==> src/rtl/change_payout.sv <==
// change_payout: coin payout unit for the vending controller.
// Pays a change request (in quarters) with the fewest coins, preferring
// dollar coins. Each coin is confirmed on the chute sensor before the next
// one is selected. Tube inventory is tracked, shortfalls are reported, and
// a coin that never reaches the sensor latches a jam fault.
module change_payout #(
  parameter int AMT_W     = 8,
  parameter int CNT_W     = 8,
  parameter int PULSE_LEN = 4,
  parameter int GAP_LEN   = 2,
  parameter int TIMEOUT   = 16
) (
  input  logic             Clock,
  input  logic             Reset,
  input  logic             Change_Req,
  input  logic [AMT_W-1:0] Change_Amount,
  output logic             Ready,
  input  logic             Refill,
  input  logic [CNT_W-1:0] Refill_Dollars,
  input  logic [CNT_W-1:0] Refill_Quarters,
  input  logic             Coin_Sense,
  output logic             Eject_Dollar,
  output logic             Eject_Quarter,
  output logic             Done,
  output logic             Short,
  output logic [AMT_W-1:0] Owed,
  output logic             Fault,
  output logic [CNT_W-1:0] Dollar_Count,
  output logic [CNT_W-1:0] Quarter_Count
);

  // The one timer is shared by PULSE, WAIT_SENSE and GAP, so it must hold
  // the largest of the three terminal counts.
  localparam int TMAX_PG = (PULSE_LEN > GAP_LEN) ? PULSE_LEN : GAP_LEN;
  localparam int TMAX    = (TIMEOUT > TMAX_PG) ? TIMEOUT : TMAX_PG;
  localparam int TMR_W   = $clog2(TMAX + 1);

  typedef enum logic [2:0] {
    S_IDLE   = 3'd0,
    S_SELECT = 3'd1,
    S_PULSE  = 3'd2,
    S_WAIT   = 3'd3,
    S_GAP    = 3'd4,
    S_FINISH = 3'd5,
    S_FAULT  = 3'd6
  } state_e;

  state_e             state_q,     state_d;
  logic [AMT_W-1:0]   remaining_q, remaining_d;
  logic [CNT_W-1:0]   dcnt_q,      dcnt_d;
  logic [CNT_W-1:0]   qcnt_q,      qcnt_d;
  logic               dollar_q,    dollar_d;
  logic               sensed_q,    sensed_d;
  logic [TMR_W-1:0]   timer_q,     timer_d;
  logic               short_q,     short_d;
  logic [AMT_W-1:0]   owed_q,      owed_d;
  logic               fault_q,     fault_d;
  logic               sense_ok_s;

  // Saturating add: a full tube stays full rather than wrapping to empty.
  function automatic logic [CNT_W-1:0] sat_add(input logic [CNT_W-1:0] a,
                                               input logic [CNT_W-1:0] b);
    logic [CNT_W:0] sum;
    sum = {1'b0, a} + {1'b0, b};
    if (sum[CNT_W]) begin
      return {CNT_W{1'b1}};
    end else begin
      return sum[CNT_W-1:0];
    end
  endfunction

  // Decrement that holds at zero.
  function automatic logic [CNT_W-1:0] sat_dec(input logic [CNT_W-1:0] a);
    if (a == {CNT_W{1'b0}}) begin
      return {CNT_W{1'b0}};
    end else begin
      return a - {{(CNT_W-1){1'b0}}, 1'b1};
    end
  endfunction

  // Coin value in quarters, never taking Remaining below zero.
  function automatic logic [AMT_W-1:0] sub_coin(input logic [AMT_W-1:0] r,
                                                input logic             is_dollar);
    logic [AMT_W-1:0] v;
    v = is_dollar ? AMT_W'(4) : AMT_W'(1);
    if (r >= v) begin
      return r - v;
    end else begin
      return {AMT_W{1'b0}};
    end
  endfunction

  // First chute sense for the coin in flight; later senses are ignored.
  assign sense_ok_s = Coin_Sense && !sensed_q &&
                      ((state_q == S_PULSE) || (state_q == S_WAIT));

  // Next-state, inventory, remainder and status computation.
  always_comb begin
    state_d     = state_q;
    remaining_d = remaining_q;
    dcnt_d      = dcnt_q;
    qcnt_d      = qcnt_q;
    dollar_d    = dollar_q;
    sensed_d    = sensed_q;
    timer_d     = timer_q;
    short_d     = short_q;
    owed_d      = owed_q;
    fault_d     = fault_q;

    if (sense_ok_s) begin
      sensed_d    = 1'b1;
      remaining_d = sub_coin(remaining_q, dollar_q);
      if (dollar_q) begin
        dcnt_d = sat_dec(dcnt_q);
      end else begin
        qcnt_d = sat_dec(qcnt_q);
      end
    end else begin
      sensed_d = sensed_q;
    end

    case (state_q)
      S_IDLE: begin
        if (Refill) begin
          dcnt_d  = sat_add(dcnt_q, Refill_Dollars);
          qcnt_d  = sat_add(qcnt_q, Refill_Quarters);
          fault_d = 1'b0;
        end else begin
          fault_d = fault_q;
        end
        if (Change_Req) begin
          remaining_d = Change_Amount;
          short_d     = 1'b0;
          owed_d      = {AMT_W{1'b0}};
          state_d     = S_SELECT;
        end else begin
          state_d = S_IDLE;
        end
      end
      S_SELECT: begin
        timer_d  = {TMR_W{1'b0}};
        sensed_d = 1'b0;
        if ((remaining_q >= AMT_W'(4)) && (dcnt_q != {CNT_W{1'b0}})) begin
          dollar_d = 1'b1;
          state_d  = S_PULSE;
        end else if ((remaining_q != {AMT_W{1'b0}}) && (qcnt_q != {CNT_W{1'b0}})) begin
          dollar_d = 1'b0;
          state_d  = S_PULSE;
        end else begin
          short_d = (remaining_q != {AMT_W{1'b0}});
          owed_d  = remaining_q;
          state_d = S_FINISH;
        end
      end
      S_PULSE: begin
        if (timer_q == TMR_W'(PULSE_LEN - 1)) begin
          timer_d = {TMR_W{1'b0}};
          if (sensed_q || sense_ok_s) begin
            state_d = S_GAP;
          end else begin
            state_d = S_WAIT;
          end
        end else begin
          timer_d = timer_q + TMR_W'(1);
        end
      end
      S_WAIT: begin
        if (sense_ok_s) begin
          timer_d = {TMR_W{1'b0}};
          state_d = S_GAP;
        end else if (timer_q == TMR_W'(TIMEOUT - 1)) begin
          // Jammed coin: its tube can no longer be trusted, so empty it.
          fault_d = 1'b1;
          short_d = 1'b1;
          owed_d  = remaining_q;
          state_d = S_FAULT;
          if (dollar_q) begin
            dcnt_d = {CNT_W{1'b0}};
          end else begin
            qcnt_d = {CNT_W{1'b0}};
          end
        end else begin
          timer_d = timer_q + TMR_W'(1);
        end
      end
      S_GAP: begin
        if (timer_q == TMR_W'(GAP_LEN - 1)) begin
          timer_d = {TMR_W{1'b0}};
          state_d = S_SELECT;
        end else begin
          timer_d = timer_q + TMR_W'(1);
        end
      end
      S_FINISH: begin
        state_d = S_IDLE;
      end
      S_FAULT: begin
        state_d = S_IDLE;
      end
      default: begin
        state_d = S_IDLE;
      end
    endcase
  end

  // State and datapath registers; reset drops any payout in progress.
  always_ff @(posedge Clock or negedge Reset) begin
    if (!Reset) begin
      state_q     <= S_IDLE;
      remaining_q <= {AMT_W{1'b0}};
      dcnt_q      <= {CNT_W{1'b0}};
      qcnt_q      <= {CNT_W{1'b0}};
      dollar_q    <= 1'b0;
      sensed_q    <= 1'b0;
      timer_q     <= {TMR_W{1'b0}};
      short_q     <= 1'b0;
      owed_q      <= {AMT_W{1'b0}};
      fault_q     <= 1'b0;
    end else begin
      state_q     <= state_d;
      remaining_q <= remaining_d;
      dcnt_q      <= dcnt_d;
      qcnt_q      <= qcnt_d;
      dollar_q    <= dollar_d;
      sensed_q    <= sensed_d;
      timer_q     <= timer_d;
      short_q     <= short_d;
      owed_q      <= owed_d;
      fault_q     <= fault_d;
    end
  end

  // Outputs are pure state decode or register copies.
  assign Ready         = (state_q == S_IDLE);
  assign Eject_Dollar  = (state_q == S_PULSE) && dollar_q;
  assign Eject_Quarter = (state_q == S_PULSE) && !dollar_q;
  assign Done          = (state_q == S_FINISH) || (state_q == S_FAULT);
  assign Short         = short_q;
  assign Owed          = owed_q;
  assign Fault         = fault_q;
  assign Dollar_Count  = dcnt_q;
  assign Quarter_Count = qcnt_q;

endmodule

==> config.mk <==
export PLATFORM = sky130hd
export DESIGN_NAME = change_payout
export DESIGN_NICKNAME = d
export VERILOG_FILES = /design/src/rtl/change_payout.sv
export SDC_FILE = /design/constraint.sdc
export NUM_CORES = 1
export LEC_CHECK = 0
export BUFFER_PORTS_ARGS = -buffer_cell sky130_fd_sc_hd__buf_2
export CAP_MARGIN = 20
export CORE_MARGIN = 3
export CORE_UTILIZATION = 55
export CTS_CLUSTER_SIZE = 8
export DETAILED_ROUTE_END_ITERATION = 6
export PLACE_DENSITY_LB_ADDON = 0.05
export SYNTH_ARGS = -nofsm -noshare
export SYNTH_HDL_FRONTEND = slang
export SYNTH_SLANG_ARGS = --single-unit
export TNS_END_PERCENT = 100
==> constraint.sdc <==
create_clock -name Clock -period 5.9 [get_ports Clock]
set_clock_uncertainty 0.2 [all_clocks]
set_input_delay 0 -clock Clock [delete_from_list [all_inputs] [get_ports Clock]]
set_output_delay 0 -clock Clock [all_outputs]
set_load 0.01 [all_outputs]
# Yosys cells after proc, flatten, opt, wreduce, memory -nomap -nowiden
# Cells that the tools add are included.
# totals
register_bits,44
in_bits,29
out_inout_bits,30
elab_cells,119
# classes
n_addsub,6
magnitude_cmp,2
eq_ne,19
mux,55
reduce_logical,27
# op_table
cell,count
$mux 8,25
$pmux 8 s2,2
$mux 3,8
$pmux 8 s3,1
$reduce_bool 8->1,3
$mux 5,4
$pmux 5 s4,1
$add 8x8->9,2
$logic_not 8->1,2
$sub 8x1->8 const B,2
$pmux 3 s5,1
$mux 1,11
$ne 2x2->1 const B,5
$eq 3x3->1 const B,3
$ge 8x3->1,1
$ge 8x3->1 const B,1
$sub 8x3->8,1
$eq 3x2->1 const B,2
$logic_and 1x1->1,6
$ne 2x1->1 const B,3
$reduce_and 6->1,1
$reduce_bool 2->1,3
$add 5x1->5 const B,1
$eq 5x1->1 const B,1
15 further kinds,19

# Depth between registers and ports, before layout
# logic_depth
word_depth,8
ltp_mapped,9
mapped_depth_nobuf,8

# Worst setup path after synthesis
# OpenSTA, ideal clock, no wires.
# synth_timing
path_kind,register -> register
start,register dcnt_q[0] (netlist: Dollar_Count[0])
end,register dcnt_q[7] (netlist: Dollar_Count[7])
setup_ps,136
t_arrival_ps,2388
required_ps,5564
slack_ps,3175
stages_incl_launch_ff,8
n_path_buf,0
period_less_slack_ps,2725
path_cell_list,dfrtp_1 > ha_1 > fa_1 > a21o_1 > a2111oi_0 > nand4_1 > a211oi_1 > o221ai_2
# synth_between
elab_chain_len,8
elab_cells_between_ends,12
cone_classes,add/sub: 2; mux: 9; reduce/logical: 1
# synth_rtl
element,line,rtl
from (decl),50,"logic [CNT_W-1:0] dcnt_q, dcnt_d;"
from (signal assigned),211,dcnt_q <= {CNT_W{1'b0}};
from (signal assigned),222,dcnt_q <= dcnt_d;
$sub 8x1->8 / $logic_not 8->1 (equally long branches),"77, 74",
$mux 8,74,if (a == {CNT_W{1'b0}}) begin
$mux 8,113,if (dollar_q) begin
$mux 8,110,if (sense_ok_s) begin
$mux 8,177,if (dollar_q) begin
$mux 8,171,end else if (timer_q == TMR_W'(TIMEOUT - 1)) begin
$mux 8,168,if (sense_ok_s) begin
$pmux 8 s2 *,122,case (state_q)
via dcnt_d[7],50,
# Mark *: on every way through the listed nets, which the timed path passes. The rest lies on a longest branch.
# A chain may end at the register's enable or synchronous reset.

# Final worst setup path
# Same ends and word-level chain as after synthesis.

==> impl_metrics.csv <==
group,metric,value,unit
floorplanning,design.die.area,7300,um^2
setup_path,crit_fanout,6,
synth,yosysMostFrequentCell,"dfrtp_1",
place,portBuffers,58,
routing,ant_nets,0,
routing,vias_per_cell,6.14,
floorplanning,core,6030,um^2
synth,ys_top_cells_by_count,"dfrtp_1 (44), o21ai_0 (33), a21oi_1 (26), ha_1 (26), nor2_1 (25)",
cts,cts_buffer_depth,2,
cts,worstSkewPairLatency,300,ps
power_and_ir_drop,p_leak,1.87,nW
worst_hold_path,hp-start,"Coin_Sense",
cells_and_area,syn_to_final_growth,16.9,%
routing,wirelength,8810,um
cells_and_area,nets,522,
worst_hold_path,min_path_type,"in -> reg",
power_and_ir_drop,total_power,0.00194,W
setup_path,cpLargestDelayFamily,"compound AO/OA/AOI/OAI gates",
global_routing,grt_max_degree,45,
timing,fin_hold_ws,22.3,ps
synth,yosysWarnings,0,
cells_and_area,fillCellCount,515,
power_and_ir_drop,powerDensity,478,nW/um^2
cts,cts_hold_buf,16,
worst_hold_path,whs_path_depth,6,
cts,cts_tree,"done",
setup_path,rr_startpoint,"Dollar_Count[0]",
synth,yosysTopAreaCell,"dfrtp_1",
power_and_ir_drop,vdd_ir_drop_max,0.000260,V
floorplanning,ioPinCount,59,
global_routing,grt.overflow.total,0,
global_routing,grt_pass1_vias,3184,
setup_path,crit_path_top_delay_cell,"a2111oi_0",
setup_path,worstPathRequired,5860,ps
setup_path,r2r-end,"Dollar_Count[7]",
cells_and_area,antenna-diode-count,0,
routing,drtIter0Drc,172,
timing,final_max_slew_viol_count,0,
outcome,status,"finished clean",
routing,vias,3323,
timing,setup-tns-final,0,ps
floorplanning,die_x,85.4,um
setup_path,end_kind,"register",
setup_path,arrival,2860,ps
cts,path_clk_slew,90,ps
setup_path,start_kind,"register",
synth,synth_cell_types,68,
global_routing,track_usage,0.253,
timing,tightest_slew,981,ps
job,cap_violations,0,
cells_and_area,regArea,1100,um^2
cts,post_cts_resized,0,
routing,first_pass_iters,5,
cts,clkSinkCount,44,
setup_path,rrSetupSlack,3010,ps
synth,synth_area,3470,um^2
cts,htree_levels,2,
floorplanning,rows,28,
synth,synth-edff-count,0,
timing,hold_viol,0,
place,gp_congestion,0.846,
routing,wl_per_cell,16.3,um
floorplanning,initial_core_util,0.576,
place,dp_hpwl,6470,um
synth,synth.area.top_cells,"dfrtp_1 (32%), ha_1 (9.4%), o21ai_0 (4.8%)",
setup_path,crit_chain,"ha_1, fa_1, a21o_1, a2111oi_0, nand4_1, a211oi_1, o221ai_2",
synth,syn_area_per_cell,8.72,um^2
worst_hold_path,hold_end,"state_q[0]",
timing,max_freq,345,MHz
synth,syn_inst,398,
cts,cts_root_buffer,"clkbuf_8",
setup_path,crit_buf_inv,0,
timing,post-route-period-util,0.491,
timing,period_minus_slack,2890,ps
synth,synthFlopType,"dfrtp_1",
synth,synth_top_area_share,0.317,
routing,drc_errors,0,
cts,postCtsSetupBuffers,0,
global_routing,antenna_found_initial,0,
cells_and_area,multi_input_area,2240,um^2
cts,cts_buffers,5,
synth,ys_seq_elements,44,
synth,syn_nets,455,
timing,slew_headroom,0.346,
setup_path,cpPeakStageDelay,630,ps
synth,synth-async-reset-ratio,1.00,
timing,finalSetupViolCount,0,
global_routing,grt_first_pass_wirelength,15100,um
synth,synth_seq_area_share,0.317,
setup_path,critical_path_class,"reg -> reg",
floorplanning,die_h,85.4,um
cells_and_area,drive_gt1_frac,0.174,
timing,grt_setup_unrepaired,"no",
setup_path,r2r_cells,7,
-- area by class of cell --
cell class | instances | share of cell area
clock buffer | 6 | 0.0204
clock inverter | 2 | 0.00370
inverter | 19 | 0.0176
multi-input combinational | 321 | 0.553
sequential | 44 | 0.271
tap | 75 | 0.0231
timing repair buffer | 74 | 0.111
-- stage by stage --
step,util,area [um^2],cells,setup WS [ps]
2_1_floorplan,-,3470,398,3180
3_3_place_gp,0.631,3800,517,3080
3_5_place_dp,0.631,3800,517,3020
4_1_cts,0.673,4060,541,3020
5_1_grt,0.673,4060,541,2830
6_report,0.673,4060,541,3010
-- sequential cells by signal, summed over array words and instances, names as in the netlist --
name	count
timer_q	5
state_q	3
Quarter_Count	8
Owed	8
Short	1
dollar_q	1
sensed_q	1
Dollar_Count	8
Fault	1
remaining_q	8
-- logic make-up (layout without fill, tap and decap cells) --
family	count (synthesis)	count (layout)	share of synthesized area
and+or+nand+nor	140	140	0.229
AOI/OAI and AO/OA	138	138	0.273
DFF	44	44	0.317
buffers and inverters	33	101	0.0364
adders and majority gates	28	28	0.105
xor gates and xnor gates	11	11	0.0278
muxes	4	4	0.0115
-- cell usage in the layout, fill, tap and decap left out, drive strengths merged, types with 8 or more instances in the layout --
cell and n:
o21ai 36, nor2 26, dfrtp 44, dlygate4sd3 16, and2 8, a21oi 26, a22o 8, a21o 9
nor2b 8, buf 58, nand2 22, nor3 16, ha 26, inv 19
-- layer usage --
metal,share of wire,vias up,global-route usage,wire length [um]
met3,0.043,12,0.0359,380
met2,0.47,81,0.415,4160
met4,0.014,0,0.0633,119
li1,-,1651,-,-
met5,0,-,0,0
met1,0.47,1579,0.353,4150
-- worst max-delay path by stage --
stage	cells after the start	end	slack (ps)	start
4_1_cts	7	Dollar_Count[7]	3020	Dollar_Count[0]
6_report	7	Dollar_Count[7]	3010	Dollar_Count[0]
3_5_place_dp	7	Dollar_Count[7]	3020	Dollar_Count[0]
2_1_floorplan	7	Dollar_Count[7]	3180	Dollar_Count[0]
3_3_place_gp	7	Dollar_Count[7]	3080	Dollar_Count[0]
5_1_grt	7	Dollar_Count[7]	2830	Dollar_Count[0]
-- where the power goes --
part | internal, W | switching (W) | leakage (nW)
combinational | 0.000490 | 0.000616 | 1.28
clock | 0.0000949 | 0.000109 | 0.0434
sequential | 0.000413 | 0.000216 | 0.550
-- worst register-to-register path, cell delays in order, from the launching register on --
cell and delay (ps):
dfrtp_1 440, ha_1 240, fa_1 400, a21o_1 220, a2111oi_0 630, nand4_1 160, a211oi_1 330, o221ai_2 150
Power figures use the tool's default switching activity.
